$ cat src/rtl/hex_print_if.sv
// hex_print request and transmitter byte-enqueue bundle.
// slave = formatter side, master = requester/transmitter side.
interface hex_print_if #(
  parameter int NIBBLES = 8
);
  logic                   print_start;
  logic [4*NIBBLES-1:0]   value;
  logic                   tx_ready;
  logic                   tx_start;
  logic [7:0]             tx_data;
  logic                   busy;
  logic                   done;

  modport slave (
    input  print_start,
    input  value,
    input  tx_ready,
    output tx_start,
    output tx_data,
    output busy,
    output done
  );

  modport master (
    output print_start,
    output value,
    output tx_ready,
    input  tx_start,
    input  tx_data,
    input  busy,
    input  done
  );
endinterface

$ cat src/rtl/hex_print.sv
// Renders a value as uppercase ASCII hex + CR LF into a UART byte queue.
// Define HEX_PRINT_PREFIX_EN to start every line with "0x".
module hex_print #(
  parameter int NIBBLES = 8
) (
  input  logic      clk,
  input  logic      rst_n,
  hex_print_if.slave bus
);

  localparam int W = 4 * NIBBLES;

  typedef enum logic [2:0] {
    IDLE,
`ifdef HEX_PRINT_PREFIX_EN
    PFX0,
    PFX1,
`endif
    DIGIT,
    CR,
    LF,
    FINISH
  } state_t;

  state_t         state_q;
  state_t         next_d;
  logic [W-1:0]   value_q;
  logic [3:0]     idx_q;
  logic [1:0]     hold_q;
  logic           tx_start_q;
  logic [7:0]     tx_data_q;
  logic           busy_q;
  logic           done_q;
  logic [3:0]     nib_d;
  logic [7:0]     hex_d;
  logic [7:0]     byte_d;

  // Select the nibble addressed by the index, MSB first.
  always_comb begin
    nib_d = '0;
    for (int i = 0; i < NIBBLES; i++) begin
      if (idx_q == 4'(i)) nib_d = value_q[4*i +: 4];
    end
  end

  // Nibble to uppercase ASCII hex.
  always_comb begin
    hex_d = 8'h00;
    unique case (1'b1)
      (nib_d < 4'd10): hex_d = 8'h30 + {4'h0, nib_d};
      default:         hex_d = 8'h37 + {4'h0, nib_d};
    endcase
  end

  // Byte to emit and the state that follows the strobe.
  always_comb begin
    byte_d = 8'h00;
    next_d = state_q;
    unique case (state_q)
`ifdef HEX_PRINT_PREFIX_EN
      PFX0: begin
        byte_d = 8'h30;
        next_d = PFX1;
      end
      PFX1: begin
        byte_d = 8'h78;
        next_d = DIGIT;
      end
`endif
      DIGIT: begin
        byte_d = hex_d;
        next_d = (idx_q == 4'd0) ? CR : DIGIT;
      end
      CR: begin
        byte_d = 8'h0D;
        next_d = LF;
      end
      LF: begin
        byte_d = 8'h0A;
        next_d = FINISH;
      end
      default: begin
        byte_d = 8'h00;
        next_d = state_q;
      end
    endcase
  end

  // Sequencer: accept, pace strobes with a 2-cycle holdoff, finish.
  always_ff @(posedge clk or negedge rst_n) begin
    if (!rst_n) begin
      state_q    <= IDLE;
      value_q    <= '0;
      idx_q      <= 4'd0;
      hold_q     <= 2'd0;
      tx_start_q <= 1'b0;
      tx_data_q  <= 8'h00;
      busy_q     <= 1'b0;
      done_q     <= 1'b0;
    end else begin
      tx_start_q <= 1'b0;
      done_q     <= 1'b0;
      if (hold_q != 2'd0) hold_q <= hold_q - 2'd1;
      unique case (state_q)
        IDLE: begin
          if (bus.print_start) begin
            value_q <= bus.value;
            idx_q   <= 4'(NIBBLES - 1);
            busy_q  <= 1'b1;
            // One idle cycle so the first strobe lands in cycle 3.
            hold_q  <= 2'd1;
`ifdef HEX_PRINT_PREFIX_EN
            state_q <= PFX0;
`else
            state_q <= DIGIT;
`endif
          end
        end
        FINISH: begin
          if (hold_q == 2'd0) begin
            done_q  <= 1'b1;
            busy_q  <= 1'b0;
            state_q <= IDLE;
          end
        end
        default: begin
          if (hold_q == 2'd0 && bus.tx_ready) begin
            tx_start_q <= 1'b1;
            tx_data_q  <= byte_d;
            // Ignore ready in the strobe cycle and the next one.
            hold_q     <= 2'd2;
            state_q    <= next_d;
            if (state_q == DIGIT && idx_q != 4'd0)
              idx_q <= idx_q - 4'd1;
          end
        end
      endcase
    end
  end

  assign bus.tx_start = tx_start_q;
  assign bus.tx_data  = tx_data_q;
  assign bus.busy     = busy_q;
  assign bus.done     = done_q;

endmodule
$ cat src/flat_wrapper.sv
// flat-port wrapper written by rule: the top's interface ports become plain ports
module hex_print_flat 
#(
  parameter int NIBBLES = 8
)
  (clk, rst_n, bus_print_start, bus_value, bus_tx_ready, bus_tx_start, bus_tx_data, bus_busy, bus_done);
  hex_print_if #(.NIBBLES(NIBBLES)) bus_i ();
  input  logic clk;
  input  logic rst_n;
  input wire logic [$bits(bus_i.print_start)-1:0] bus_print_start;
  input wire logic [$bits(bus_i.value)-1:0] bus_value;
  input wire logic [$bits(bus_i.tx_ready)-1:0] bus_tx_ready;
  output wire logic [$bits(bus_i.tx_start)-1:0] bus_tx_start;
  output wire logic [$bits(bus_i.tx_data)-1:0] bus_tx_data;
  output wire logic [$bits(bus_i.busy)-1:0] bus_busy;
  output wire logic [$bits(bus_i.done)-1:0] bus_done;
  assign bus_i.print_start = bus_print_start;
  assign bus_i.value = bus_value;
  assign bus_i.tx_ready = bus_tx_ready;
  assign bus_tx_start = bus_i.tx_start;
  assign bus_tx_data = bus_i.tx_data;
  assign bus_busy = bus_i.busy;
  assign bus_done = bus_i.done;
  hex_print #(.NIBBLES(NIBBLES)) u_core (.clk(clk), .rst_n(rst_n), .bus(bus_i));
endmodule
$ cat config.mk
export PLATFORM = sky130hd
export DESIGN_NAME = hex_print_flat
export DESIGN_NICKNAME = d
export VERILOG_FILES = /design/src/rtl/hex_print_if.sv /design/src/rtl/hex_print.sv /design/src/flat_wrapper.sv
export SDC_FILE = /design/constraint.sdc
export NUM_CORES = 1
export LEC_CHECK = 0
export CORE_MARGIN = 1.5
export CORE_UTILIZATION = 56
export DETAILED_ROUTE_END_ITERATION = 12
export GPL_ROUTABILITY_DRIVEN = 0
export PLACE_DENSITY = 0.9
export SKIP_LAST_GASP = 1
export SYNTH_ARGS = -nofsm -noshare
export SYNTH_HDL_FRONTEND = slang
export SYNTH_SLANG_ARGS = --single-unit
$ cat constraint.sdc
create_clock -name clk -period 5 [get_ports clk]
set_clock_uncertainty 0.05 [all_clocks]
set_input_delay 1.5 -clock clk [delete_from_list [all_inputs] [get_ports clk]]
set_output_delay 1.5 -clock clk [all_outputs]
set_load 0.005 [all_outputs]
Word-level counts from Yosys, hierarchy flattened
Cells that the tools add are included.

storage, ports and cells
  input bits = 36
  bits in registers = 52
  logic and storage cells = 77
  output and inout bits = 11

operators by class
  order comparisons = 1
  bitwise gates (word level) = 2
  add/sub/neg operators = 4
  reduce and logical (&&, ||, !) cells = 18
  mux-type cells = 31
  eq/ne operators = 13

operators with widths
  cell                   number
  $mux W4                11
  $pmux W8 S3            1
  $eq A4 B3 Y1 const B   4
  $add A6 B4 Y7 const A  2
  $mux W3                3
  $pmux W3 S3            1
  $eq A4 B2 Y1 const B   2
  $mux W2                4
  $mux W8                1
  $pmux W4 S2            1
  $reduce_and A4 Y1      2
  $reduce_bool A2 Y1     4
  $eq A3 B2 Y1 const B   2
  $mux W1                6
  $pmux W3 S2            1
  $reduce_bool A5 Y1     1
  $eq A4 B1 Y1 const B   1
  $logic_not A4 Y1       1
  $lt A4 B4 Y1 const B   1
  $pmux W2 S2            1
  $reduce_and A2 Y1      2
  $reduce_bool A4 Y1     1
  $sub A4 B1 Y4 const B  1
  $eq A3 B1 Y1 const B   1
  12 further kinds       14

Depth between registers and ports, before layout
  word-level depth = 12
  gate-level depth with buffers = 12
  gate-level depth less buffers = 11

Worst setup path before layout
OpenSTA, ideal clock, no wires.

  path kind = input-to-reg
  start = input bus_tx_ready
  end = register u_core.idx_q[3]
  setup slack = 2.263 ns
  arrival = 2.555 ns
  data required time = 4.818 ns
  cell stages on the path = 6
  path through = nor4b_1 -> nand3_1 -> nor2_1 -> nand2_1 -> xor2_1 -> nor2_1

between the ends
  longest elaborated chain between the ends = 3

ends and longest elaborated chain
  what                          line                RTL
  start: declaration            flat_wrapper.sv:12  input wire logic [$bits(bus_i.tx_ready)-1:0] bus_tx_ready;
  $logic_and A1 B1 Y1           hex_print.sv:127    if (hold_q == 2'd0 && bus.tx_ready) begin
  $reduce_bool A2 Y1 (no line)  -
  $reduce_and A4 Y1 (no line)   -
  end signal: assignment        hex_print.sv:108    idx_q <= 4'(NIBBLES - 1);
  end signal: assignment        hex_print.sv:134    idx_q <= idx_q - 4'd1;
  end: declaration              hex_print.sv:28     logic [3:0] idx_q;

Every way passes these cells.
A chain may end at the register's enable or synchronous reset.

Worst setup path after layout
  start = input bus_tx_ready
  end = register u_core.idx_q[2]

Same word-level chain as after synthesis.

==> results.md <==
* Status: finished, final reports clean
* Global-route wire length before repair at 9600 µm
* EDFF count, synth at 0
* Die Width at 71.0 µm
* Layout area overhead at 20.0%
* Top-area cell type share of the netlist area at about half
* Synth warnings at 0
* Crit-path leading delay family: simple AND/OR/NAND/NOR gates
* I/O pin total at 47
* Longest Clk Path Bufs at 2
* GRT Total Usage at between 20% and 30%
* Routed WL per cell at around 14 µm
* Antenna cells at 0
* Sequential area share after synthesis at between 40% and 50%
* Max H-tree Level at 2
* Setup crit end kind: register
* Fin nets at 378
* Die H at 71.0 µm
* Startpoint types: input port
* Non-filler cells, final at ~400
* Setup WS pre-CTS at ~1.5 ns
* Iteration-0 DRC Markers at approximately 230
* Clock root buffer: clkbuf_8
* DRC at 0
* Num CTS Buffers at 5
* Slew Viols, Final at 0
* Setup repair after global routing missed its margin: false
* Clock net sink count at 51
* CTS tree: built
* Post-synth cell types at between 40 and 50
* Total power at ~0.0018 W
* Initial core utilization at between 50% and 60%
* DRT Pass-1 Iters at 4
* Vias in the first global route at around 2000
* Vias per cell at 5.69
* # resized after CTS at 0
* Worst path slowest cell: nor4b_1
* Cells after Synth at 303
* IO Port Bufs at 45
* Worst path max stage delay at 0.55 ns
* Area leader, netlist: dfrtp_1
* Yosys reg bits at ~50
* Critical-path cell list: clkdlybuf4s50_1 > nor4b_1 > nand2_1 > nor2_1 > and3_1 > o21ai_0
* Hold depth at 2
* Synth top cells by count: 106 x nand2_1, 51 x dfrtp_1, 16 x clkbuf_1
* Top_reg_cell synth: dfrtp_1
* Crit share post-route at roughly 65%
* PwrDens at around 580 nW/µm²
* Min Hold Slack at around 0.44 ns
* Clock Pin Slew Worst Setup and Hold Paths at 0.09 ns
* Maximum number of pins on one net before global-route repair at 52
* Share of layout cells above drive strength 1 at 3.85%
* ANT nets after route at 0
* Final TNS setup at 0 ns
* Die Area at ~5000 µm²
* Least-Margin Pin Slew at between 1 and 1.5 ns
* Setup ws final at roughly 1.7 ns
* Post-CTS setup buffer count at 0
* Remaining global-route overflow at 0
* MaxCap Viol Count at 0
* Worst Path Arrival at around 3.4 ns
* Req. time, crit path at around 5.1 ns
* Worst vdd ir at 0.000302 V
* Syn_area_per_cell at around 8.5 µm²
* Cell area after synthesis at 2590 µm²
* CTS hold repair buffers at 0
* Final min period at between 3 and 4 ns
* Routed via count at approximately 2200
* Leakage Power at roughly 1.4 nW
* Asr flop ratio synth at 100%
* Synth area leaders: dfrtp_1 49%, nand2_1 15%, o21ai_0 2.7%, a21oi_1 2.5%, ha_1 2.4%
* Cell depth of the worst setup path at 6
* Worst path buffer plus inverter count at 1
* CP max FO at 5
* F_max at 305 MHz
* Core region area at approximately 4400 µm²
* Slew Limit Headroom at a little over a quarter
* Dpl cells at around 380
* Reg2Reg Depth at 9
* Clock latency at the later pin of the worst-skew pair at 0.30 ns
* Count leader, synth: nand2_1
* Synthesized Nets at about 340
* Crit Path Category: input port to register
* HP Class: register to register
* Final WL at between 5000 and 6000 µm
* Post-detail-place hpwl at roughly 4000 µm
* Setup Viol. Count Final at 0
* Initial antenna violation count at 0
* Final hold vios at 0
* # rows at 24
[where the power goes]
| part | switching (W) | total (W) | internal, W |
|---|---|---|---|
| clock | 0.000133 | 0.000231 | 0.0000981 |
| combinational | 0.000437 | 0.000802 | 0.000365 |
| sequential | 0.000156 | 0.000755 | 0.000599 |
[cell usage in the layout, fill, tap and decap left out, drive strengths merged, types with 2 or more instances in the layout]
| master | n |
|---|---|
| a2111oi | 3 |
| a211oi | 4 |
| a21oi | 13 |
| a221o | 3 |
| a221oi | 3 |
| a22o | 3 |
| and3 | 3 |
| buf | 2 |
| clkbuf | 6 |
| clkdlybuf4s50 | 44 |
| dfrtp | 51 |
| ha | 5 |
| inv | 13 |
| nand2 | 106 |
| nand2b | 4 |
| nand3 | 3 |
| nand3b | 5 |
| nor2 | 10 |
| nor2b | 6 |
| nor3 | 4 |
| nor3b | 3 |
| o21ai | 14 |
| o22ai | 2 |
| o31ai | 5 |
| xor2 | 2 |
[flip-flops by register name, summed over array words and instances, names as in the netlist]
name and count:
u_core.bus.busy 1, u_core.bus.done 1, u_core.bus.tx_data 7, u_core.bus.tx_start 1, u_core.hold_q 2, u_core.idx_q 4, u_core.state_q 3, u_core.value_q 32
[per-layer routing]
metal | routed length (µm) | part of all wire, % | track usage (%)
met1 | 2620 | 47 | 36.3
met2 | 2530 | 45 | 34.9
met3 | 349 | 6.3 | 3.99
met4 | 80 | 1.4 | 7.76
met5 | 0 | 0 | 0
[worst register-to-register path: stages, from the launching register on]
cell       delay, ns
dfrtp_1         0.45
ha_1            0.41
or3_4           0.43
a221oi_1        0.24
o22ai_1         0.18
nand2_1         0.14
inv_1           0.07
ha_1            0.22
a2111oi_0       0.51
a211oi_1        0.10
[final cells by class]
cell class,count,area [µm²]
clock buffer,6,72.6
clock inverter,2,12.5
fill,367,1310
inverter,13,48.8
multi-input combinational,220,1180
sequential,51,1280
tap,52,65.1
timing repair buffer,46,453
[path summary, 6_finish.rpt]
| check | slack (ns) | start | to |
|---|---|---|---|
| setup / recovery | 1.73 | bus_tx_ready | u_core.idx_q[2] |
| hold / removal | 0.44 | u_core.bus.tx_data[6] | u_core.bus.tx_data[6] |
| setup reg to reg | 2.07 | u_core.idx_q[0] | u_core.bus.tx_data[2] |
| hold reg to reg | 0.44 | u_core.bus.tx_data[6] | u_core.bus.tx_data[6] |
| max in group asynchronous | 2.89 | rst_n | u_core.value_q[5] |
| min in group asynchronous | 1.35 | rst_n | u_core.bus.busy |
[stage by stage]
step / utilization, % / cell area, µm²
finish: 70.4 / 3110
detailed placement: 68.5 / 3020
floorplan: - / 2590
global route: 70.4 / 3110
CTS: 70.4 / 3110
global placement: 68.5 / 3020
[cells by family after synthesis]
group	after synthesis	synth area share, %
DFF	51	49.3
and+or+nand+nor	149	25.2
buffers and inverters	32	5.12
adders and majority gates	5	2.42
AOI/OAI and AO/OA	61	16.5
muxes	1	0.386
other	1	0.145
xor gates and xnor gates	3	1.01
Power figures use the tool's default switching activity.
